===== src/rtl/matrix_frame_ctrl_if.sv =====
// Row-write bus shared by the two back-buffer writers (0 = game logic, 1 = overlay).
// master: a writer driving wr_req/wr_row/wr_red/wr_green and watching wr_gnt.
// slave : the frame controller, which returns the one-hot wr_gnt.
// A writer holds its request and data stable until it sees its grant bit.
interface matrix_frame_ctrl_if;
    logic [1:0]      wr_req;
    logic [1:0][2:0] wr_row;
    logic [1:0][7:0] wr_red;
    logic [1:0][7:0] wr_green;
    logic [1:0]      wr_gnt;

    modport master (
        output wr_req,
        output wr_row,
        output wr_red,
        output wr_green,
        input  wr_gnt
    );

    modport slave (
        input  wr_req,
        input  wr_row,
        input  wr_red,
        input  wr_green,
        output wr_gnt
    );
endinterface


===== src/rtl/matrix_frame_ctrl.sv =====
// Double-buffered 8x8 red/green frame store and row-scan scheduler for matrix_driver.
// Two writers share the back buffer through a round-robin arbiter. The front buffer
// is replaced only on the last cycle of the scan frame, so the display never tears.
//
// Ports:
//   clk, reset_n         system clock, asynchronous active-low reset
//   wr (slave)           row-write bus: wr_req/wr_row/wr_red/wr_green in, wr_gnt out
//   commit               1-cycle pulse: back buffer holds a complete frame
//   blank                forces red_array/green_array to zero
//   swap_pending         commit accepted, waiting for frame end
//   swap_done            1-cycle pulse on the cycle after the swap
//   scan_row             row currently being scanned
//   frame_tick           high on the last cycle of row 7
//   red_array/green_array front frame (or zeros while blank)
//
// Build option: define MATRIX_CLEAR_ON_SWAP_EN to clear the back buffer after each
// swap; otherwise the back buffer is reloaded with a copy of the new front frame.
module matrix_frame_ctrl #(
    parameter int unsigned TICK_DIV = 1024,
    parameter int unsigned DIV_W    = $clog2(TICK_DIV)
) (
    input  logic                clk,
    input  logic                reset_n,
    matrix_frame_ctrl_if.slave  wr,
    input  logic                commit,
    input  logic                blank,
    output logic                swap_pending,
    output logic                swap_done,
    output logic [2:0]          scan_row,
    output logic                frame_tick,
    output logic [7:0][7:0]     red_array,
    output logic [7:0][7:0]     green_array
);

    localparam logic [DIV_W-1:0] PRESC_LAST = DIV_W'(TICK_DIV - 1);

    typedef enum logic [1:0] {
        ST_DRAW    = 2'd0,
        ST_PENDING = 2'd1,
        ST_SWAP    = 2'd2
    } state_t;

    state_t           state_q;
    state_t           state_d;
    logic [DIV_W-1:0] presc_q;
    logic [2:0]       row_q;
    logic             prio_q;       // client that wins the next tie
    logic [1:0]       gnt;
    logic [7:0][7:0]  front_red_q;
    logic [7:0][7:0]  front_green_q;
    logic [7:0][7:0]  back_red_q;
    logic [7:0][7:0]  back_green_q;

    // Free-running row scan, independent of the FSM.
    always_ff @(posedge clk or negedge reset_n) begin
        if (!reset_n) begin
            presc_q <= '0;
            row_q   <= '0;
        end else if (presc_q == PRESC_LAST) begin
            presc_q <= '0;
            row_q   <= row_q + 3'd1;
        end else begin
            presc_q <= presc_q + DIV_W'(1);
        end
    end

    assign frame_tick = (presc_q == PRESC_LAST) && (row_q == 3'd7);
    assign scan_row   = row_q;

    // Next state and arbitration; grants are only issued while drawing.
    always_comb begin
        state_d = state_q;
        gnt     = 2'b00;
        case (state_q)
            ST_DRAW: begin
                case (wr.wr_req)
                    2'b01:   gnt = 2'b01;
                    2'b10:   gnt = 2'b10;
                    2'b11:   gnt = prio_q ? 2'b10 : 2'b01;
                    default: gnt = 2'b00;
                endcase
                if (commit) begin
                    state_d = ST_PENDING;
                end
            end
            ST_PENDING: begin
                if (frame_tick) begin
                    state_d = ST_SWAP;
                end
            end
            ST_SWAP: begin
                state_d = ST_DRAW;
            end
            default: begin
                state_d = ST_DRAW;
            end
        endcase
    end

    // State register.
    always_ff @(posedge clk or negedge reset_n) begin
        if (!reset_n) begin
            state_q <= ST_DRAW;
        end else begin
            state_q <= state_d;
        end
    end

    // Round-robin pointer: the client just served loses the next tie.
    always_ff @(posedge clk or negedge reset_n) begin
        if (!reset_n) begin
            prio_q <= 1'b0;
        end else if (gnt[0]) begin
            prio_q <= 1'b1;
        end else if (gnt[1]) begin
            prio_q <= 1'b0;
        end
    end

    // Front buffer takes the committed frame on the frame_tick edge only.
    always_ff @(posedge clk or negedge reset_n) begin
        if (!reset_n) begin
            front_red_q   <= '0;
            front_green_q <= '0;
        end else if ((state_q == ST_PENDING) && frame_tick) begin
            front_red_q   <= back_red_q;
            front_green_q <= back_green_q;
        end
    end

    // Back buffer: refilled in SWAP, otherwise takes the granted row write.
    always_ff @(posedge clk or negedge reset_n) begin
        if (!reset_n) begin
            back_red_q   <= '0;
            back_green_q <= '0;
        end else if (state_q == ST_SWAP) begin
`ifdef MATRIX_CLEAR_ON_SWAP_EN
            back_red_q   <= '0;
            back_green_q <= '0;
`else
            back_red_q   <= front_red_q;
            back_green_q <= front_green_q;
`endif
        end else begin
            for (int c = 0; c < 2; c++) begin
                if (gnt[c]) begin
                    back_red_q[wr.wr_row[c]]   <= wr.wr_red[c];
                    back_green_q[wr.wr_row[c]] <= wr.wr_green[c];
                end
            end
        end
    end

    assign wr.wr_gnt     = gnt;
    assign swap_pending  = (state_q == ST_PENDING);
    assign swap_done     = (state_q == ST_SWAP);
    assign red_array     = blank ? '0 : front_red_q;
    assign green_array   = blank ? '0 : front_green_q;

endmodule


===== src/flat_wrapper.sv =====
// flat-port wrapper written by rule: the top's interface ports become plain ports
module matrix_frame_ctrl_flat 
#(
    parameter int unsigned TICK_DIV = 1024,
    parameter int unsigned DIV_W    = $clog2(TICK_DIV)
)
  (clk, reset_n, commit, blank, swap_pending, swap_done, scan_row, frame_tick, red_array, green_array, wr_wr_req, wr_wr_row, wr_wr_red, wr_wr_green, wr_wr_gnt);
  matrix_frame_ctrl_if wr_i ();
  input  logic clk;
  input  logic reset_n;
  input  logic commit;
  input  logic blank;
  output logic swap_pending;
  output logic swap_done;
  output logic [2:0] scan_row;
  output logic frame_tick;
  output logic [7:0][7:0] red_array;
  output logic [7:0][7:0] green_array;
  input wire logic [$bits(wr_i.wr_req)-1:0] wr_wr_req;
  input wire logic [$bits(wr_i.wr_row)-1:0] wr_wr_row;
  input wire logic [$bits(wr_i.wr_red)-1:0] wr_wr_red;
  input wire logic [$bits(wr_i.wr_green)-1:0] wr_wr_green;
  output wire logic [$bits(wr_i.wr_gnt)-1:0] wr_wr_gnt;
  assign wr_i.wr_req = wr_wr_req;
  assign wr_i.wr_row = wr_wr_row;
  assign wr_i.wr_red = wr_wr_red;
  assign wr_i.wr_green = wr_wr_green;
  assign wr_wr_gnt = wr_i.wr_gnt;
  matrix_frame_ctrl #(.TICK_DIV(TICK_DIV), .DIV_W(DIV_W)) u_core (.clk(clk), .reset_n(reset_n), .wr(wr_i), .commit(commit), .blank(blank), .swap_pending(swap_pending), .swap_done(swap_done), .scan_row(scan_row), .frame_tick(frame_tick), .red_array(red_array), .green_array(green_array));
endmodule

===== config.mk =====
export PLATFORM = sky130hd
export DESIGN_NAME = matrix_frame_ctrl_flat
export DESIGN_NICKNAME = d
export VERILOG_FILES = /design/src/rtl/matrix_frame_ctrl_if.sv /design/src/rtl/matrix_frame_ctrl.sv /design/src/flat_wrapper.sv
export SDC_FILE = /design/constraint.sdc
export NUM_CORES = 1
export LEC_CHECK = 0
export ABC_AREA = 0
export BUFFER_PORTS_ARGS = -buffer_cell sky130_fd_sc_hd__buf_2
export CAP_MARGIN = 20
export CORE_MARGIN = 2
export CORE_UTILIZATION = 45
export CTS_BUF_LIST = sky130_fd_sc_hd__clkbuf_2
export CTS_CLUSTER_SIZE = 28
export DETAILED_ROUTE_END_ITERATION = 10
export GPL_ROUTABILITY_DRIVEN = 0
export HOLD_SLACK_MARGIN = 0.12
export PLACE_DENSITY_LB_ADDON = 0.25
export SYNTH_ARGS = -nofsm -noshare
export SYNTH_HDL_FRONTEND = slang
export SYNTH_SLANG_ARGS = --single-unit
export TNS_END_PERCENT = 5

===== constraint.sdc =====
create_clock -name clk -period 6.1 [get_ports clk]
set_clock_uncertainty 0.15 [all_clocks]
set_input_delay 0.61 -clock clk [delete_from_list [all_inputs] [get_ports clk]]
set_output_delay 0.61 -clock clk [all_outputs]
set_load 0.05 [all_outputs]

==> metrics.yaml <==
fin_util_pct: 53.3
tightest_slew_ns: 1.11
post_drt_wl_per_cell_um: 20.9
synth.area.top_cells: "dfrtp_1 (53%), mux2_2 (11%), mux2i_1 (9.9%)"
timing.final.ws_setup_ns: 2.54
rsz0062_at_grt: "no"
core_area_um2: 28500
internal-power_mw: 2.48
finalSetupViolCount: 0
relSlewSlack_pct: 25.7
path_max_fanout: 17
clk_pin_slew_worst_paths_ns: 0.10
grt_pass1_vias: 10000
numCtsBuffers: 72
ys_seq_area_share_pct: 52.5
dp_hpwl_um: 22700
drc_errors: 0
cts_tree: "built"
place_ws_ns: 2.90
cts.repair.resized: 0
cts-htree-levels: 3
vias_per_cell: 5.62
fin_crit_sh_pct: 58.3
clkPwrFrac_pct: 38.9
design_area_um2: 15200
powerDensity_nw_per_um2: 221
postPlaceCellArea_um2: 14000
cp-end-kind: "flip-flop"
critPathSlowestCell: "and2_0"
power.total_mw: 3.37
final_hold_viol_count: 0
ir_drop_mv: 0.0835
fin_hold_ws_ns: 0.212
ant_nets: 0
maxCapViolCount: 0
yosys_warnings: 0
start_kind: "flip-flop"
slowest_delay_ns: 0.82
path_cells: "nor3b_2 > nand4_1 > and2_0 > a21oi_1 > dlygate4sd3_1"
swShare_pct: 26.4
synth_edf_count: 0
nets: 1380
dp_cells: 1592
grt_start_max_net_pins: 160
finalSetupTns_ns: 0
cp.arrival_ns: 4.16
syn_to_final_growth_pct: 17.4
syn_inst: 1123
track_usage_pct: 24.5
yosys.area.top_type: "dfrtp_1"
num_io_pins: 180
crit_type: "flip-flop to flip-flop"
gr-total-overflow: 0
drv_slew: 0
synth_ff_type: "dfrtp_1"
syn_nets: 1170
die_area_um2: 30200
netlist.area_leader.share_pct: 52.5
clk_latency_ns: 0.83
syn-cell-area_um2: 13000
async_reset_ff_share_pct: 100
drive_above_1_share_pct: 32.8
cp_top_family: "simple AND/OR/NAND/NOR gates"
seqPwrFrac_pct: 55.3
root_buffer: "clkbuf_2"
fmax_ghz: 0.281
combinationalPowerShare_pct: 5.8
fin_cells: 1763
die_w_um: 174
p_switching_mw: 0.887
start_util_pct: 45.4
status: "completed"
drt-total-wl_um: 36800
cts.sinks: 272
antenna_found_initial: 2
ys_ff_latch: 272
syn_avg_cell_area_um2: 11.5
post-cts-setup-buffers: 0
die_y_um: 174
portBuffers: 179
hp-class: "input port to flip-flop"
cellLeakagePower_nw: 8.33
ys_types: 39
drt_iter0_drc: 600
period_needed_ns: 3.56
max-clock-path-buffers: 3
firstDrtPassIters: 7
vias: 9904
std_cell_rows: 62
grt_first_pass_wirelength_um: 57800
crit_buf_inv: 1
worst-endpoint-required_ns: 6.71
[repair_timing]
item                                   CTS  global route
hold buffers                            51             0
endpoints found under the hold margin  243             0
setup endpoints to repair                0             0
[synthesized netlist by cell type (4+ instances only)]
| cell type | number |
|---|---|
| dfrtp_1 | 272 |
| nor2b_1 | 134 |
| mux2_2 | 130 |
| mux2i_1 | 128 |
| o22ai_1 | 120 |
| a21oi_1 | 112 |
| clkbuf_1 | 75 |
| nor2_1 | 19 |
| buf_1 | 15 |
| buf_2 | 12 |
| a21oi_2 | 11 |
| nand2b_1 | 10 |
| nand3_1 | 10 |
| a211oi_1 | 9 |
| nor3_1 | 9 |
| nand2_1 | 8 |
| buf_6 | 6 |
| nand4_1 | 6 |
| xor2_1 | 5 |
| and2_1 | 4 |
| and3_1 | 4 |
[per-layer routing]
layer  part of all wire, %  vias to the layer above  wire length [µm]  global-route usage [%]
met5                     0                        -                 0                       0
met4                   2.8                        0              1030                    8.89
met3                   6.7                       69              2450                    5.68
met2                    45                      348             16700                    37.0
met1                    45                     4976             16600                    34.7
li1                      -                     4511                 -                       -
[cells in the final DEF, fill, tap and decap left out, types with 6 or more instances in the layout]
cell	count
buf_2	177
clkinv_1	9
nor3_1	9
nand2_1	8
clkbuf_2	102
buf_4	13
a211oi_1	9
mux2i_1	128
nor2b_1	134
nor2_1	19
o22ai_1	120
a21oi_2	12
dfrtp_1	272
a21oi_1	111
nand2b_1	9
nand4_1	6
dlygate4sd3_1	51
nand3_1	9
mux2_2	130
[final cells by class]
cell class | count | area, µm²
multi-input cells | 742 | 5700
well taps | 384 | 480
flip-flops and latches | 272 | 6810
inverters | 1 | 3.75
clock inverters | 16 | 144
repair buffers | 244 | 1560
fillers | 2682 | 13300
diodes | 2 | 5.00
clock buffers | 102 | 510
[power groups by stage]
stage | clock network (mW) | logic (mW) | registers (mW)
3_5_place_dp | 0 | 0.173 | 1.90
5_1_grt | 1.45 | 0.217 | 1.87
6_report | 1.31 | 0.196 | 1.86
4_1_cts | 1.35 | 0.197 | 1.86
3_3_place_gp | 0 | 0.169 | 1.89
2_1_floorplan | 0 | 0.0831 | 1.89
[final timing paths]
kind,to,cells past startpoint,startpoint,slack [ns]
max,u_core.back_red_q[50],5,u_core.state_q[1],2.54
min,u_core.prio_q,3,wr_wr_req[0],0.21
max reg2reg,u_core.back_red_q[50],5,u_core.state_q[1],2.54
min reg2reg,u_core.front_red_q[6],1,u_core.back_red_q[6],0.33
max in group asynchronous,u_core.back_green_q[46],3,reset_n,4.06
min in group asynchronous,u_core.scan_row[1],2,reset_n,0.29
[worst reg2reg max path: stages (launching register included)]
cell and delay [ns]:
dfrtp_1 0.50, nor3b_2 0.41, nand4_1 0.78, and2_0 0.83
a21oi_1 0.27, dlygate4sd3_1 0.56
[logic make-up (layout without fill, tap and decap cells)]
group / count (synthesis) / count (layout) / synth area share (%)
AOI/OAI and AO/OA: 255 / 255 / 11.6
xor gates and xnor gates: 8 / 8 / 0.541
adders and majority gates: 3 / 3 / 0.290
buffers and inverters: 109 / 363 / 3.62
DFF: 272 / 272 / 52.5
muxes: 258 / 258 / 21.2
other: 0 / 2 / 0
and+or+nand+nor: 218 / 218 / 10.2
[sequential cells by signal (all words and copies together), names as in the netlist]
signal / cells
u_core.prio_q: 1
u_core.presc_q: 10
u_core.back_green_q: 64
u_core.state_q: 2
u_core.back_red_q: 64
u_core.front_green_q: 64
u_core.scan_row: 3
u_core.front_red_q: 64
(Power assumes the default switching activity.)
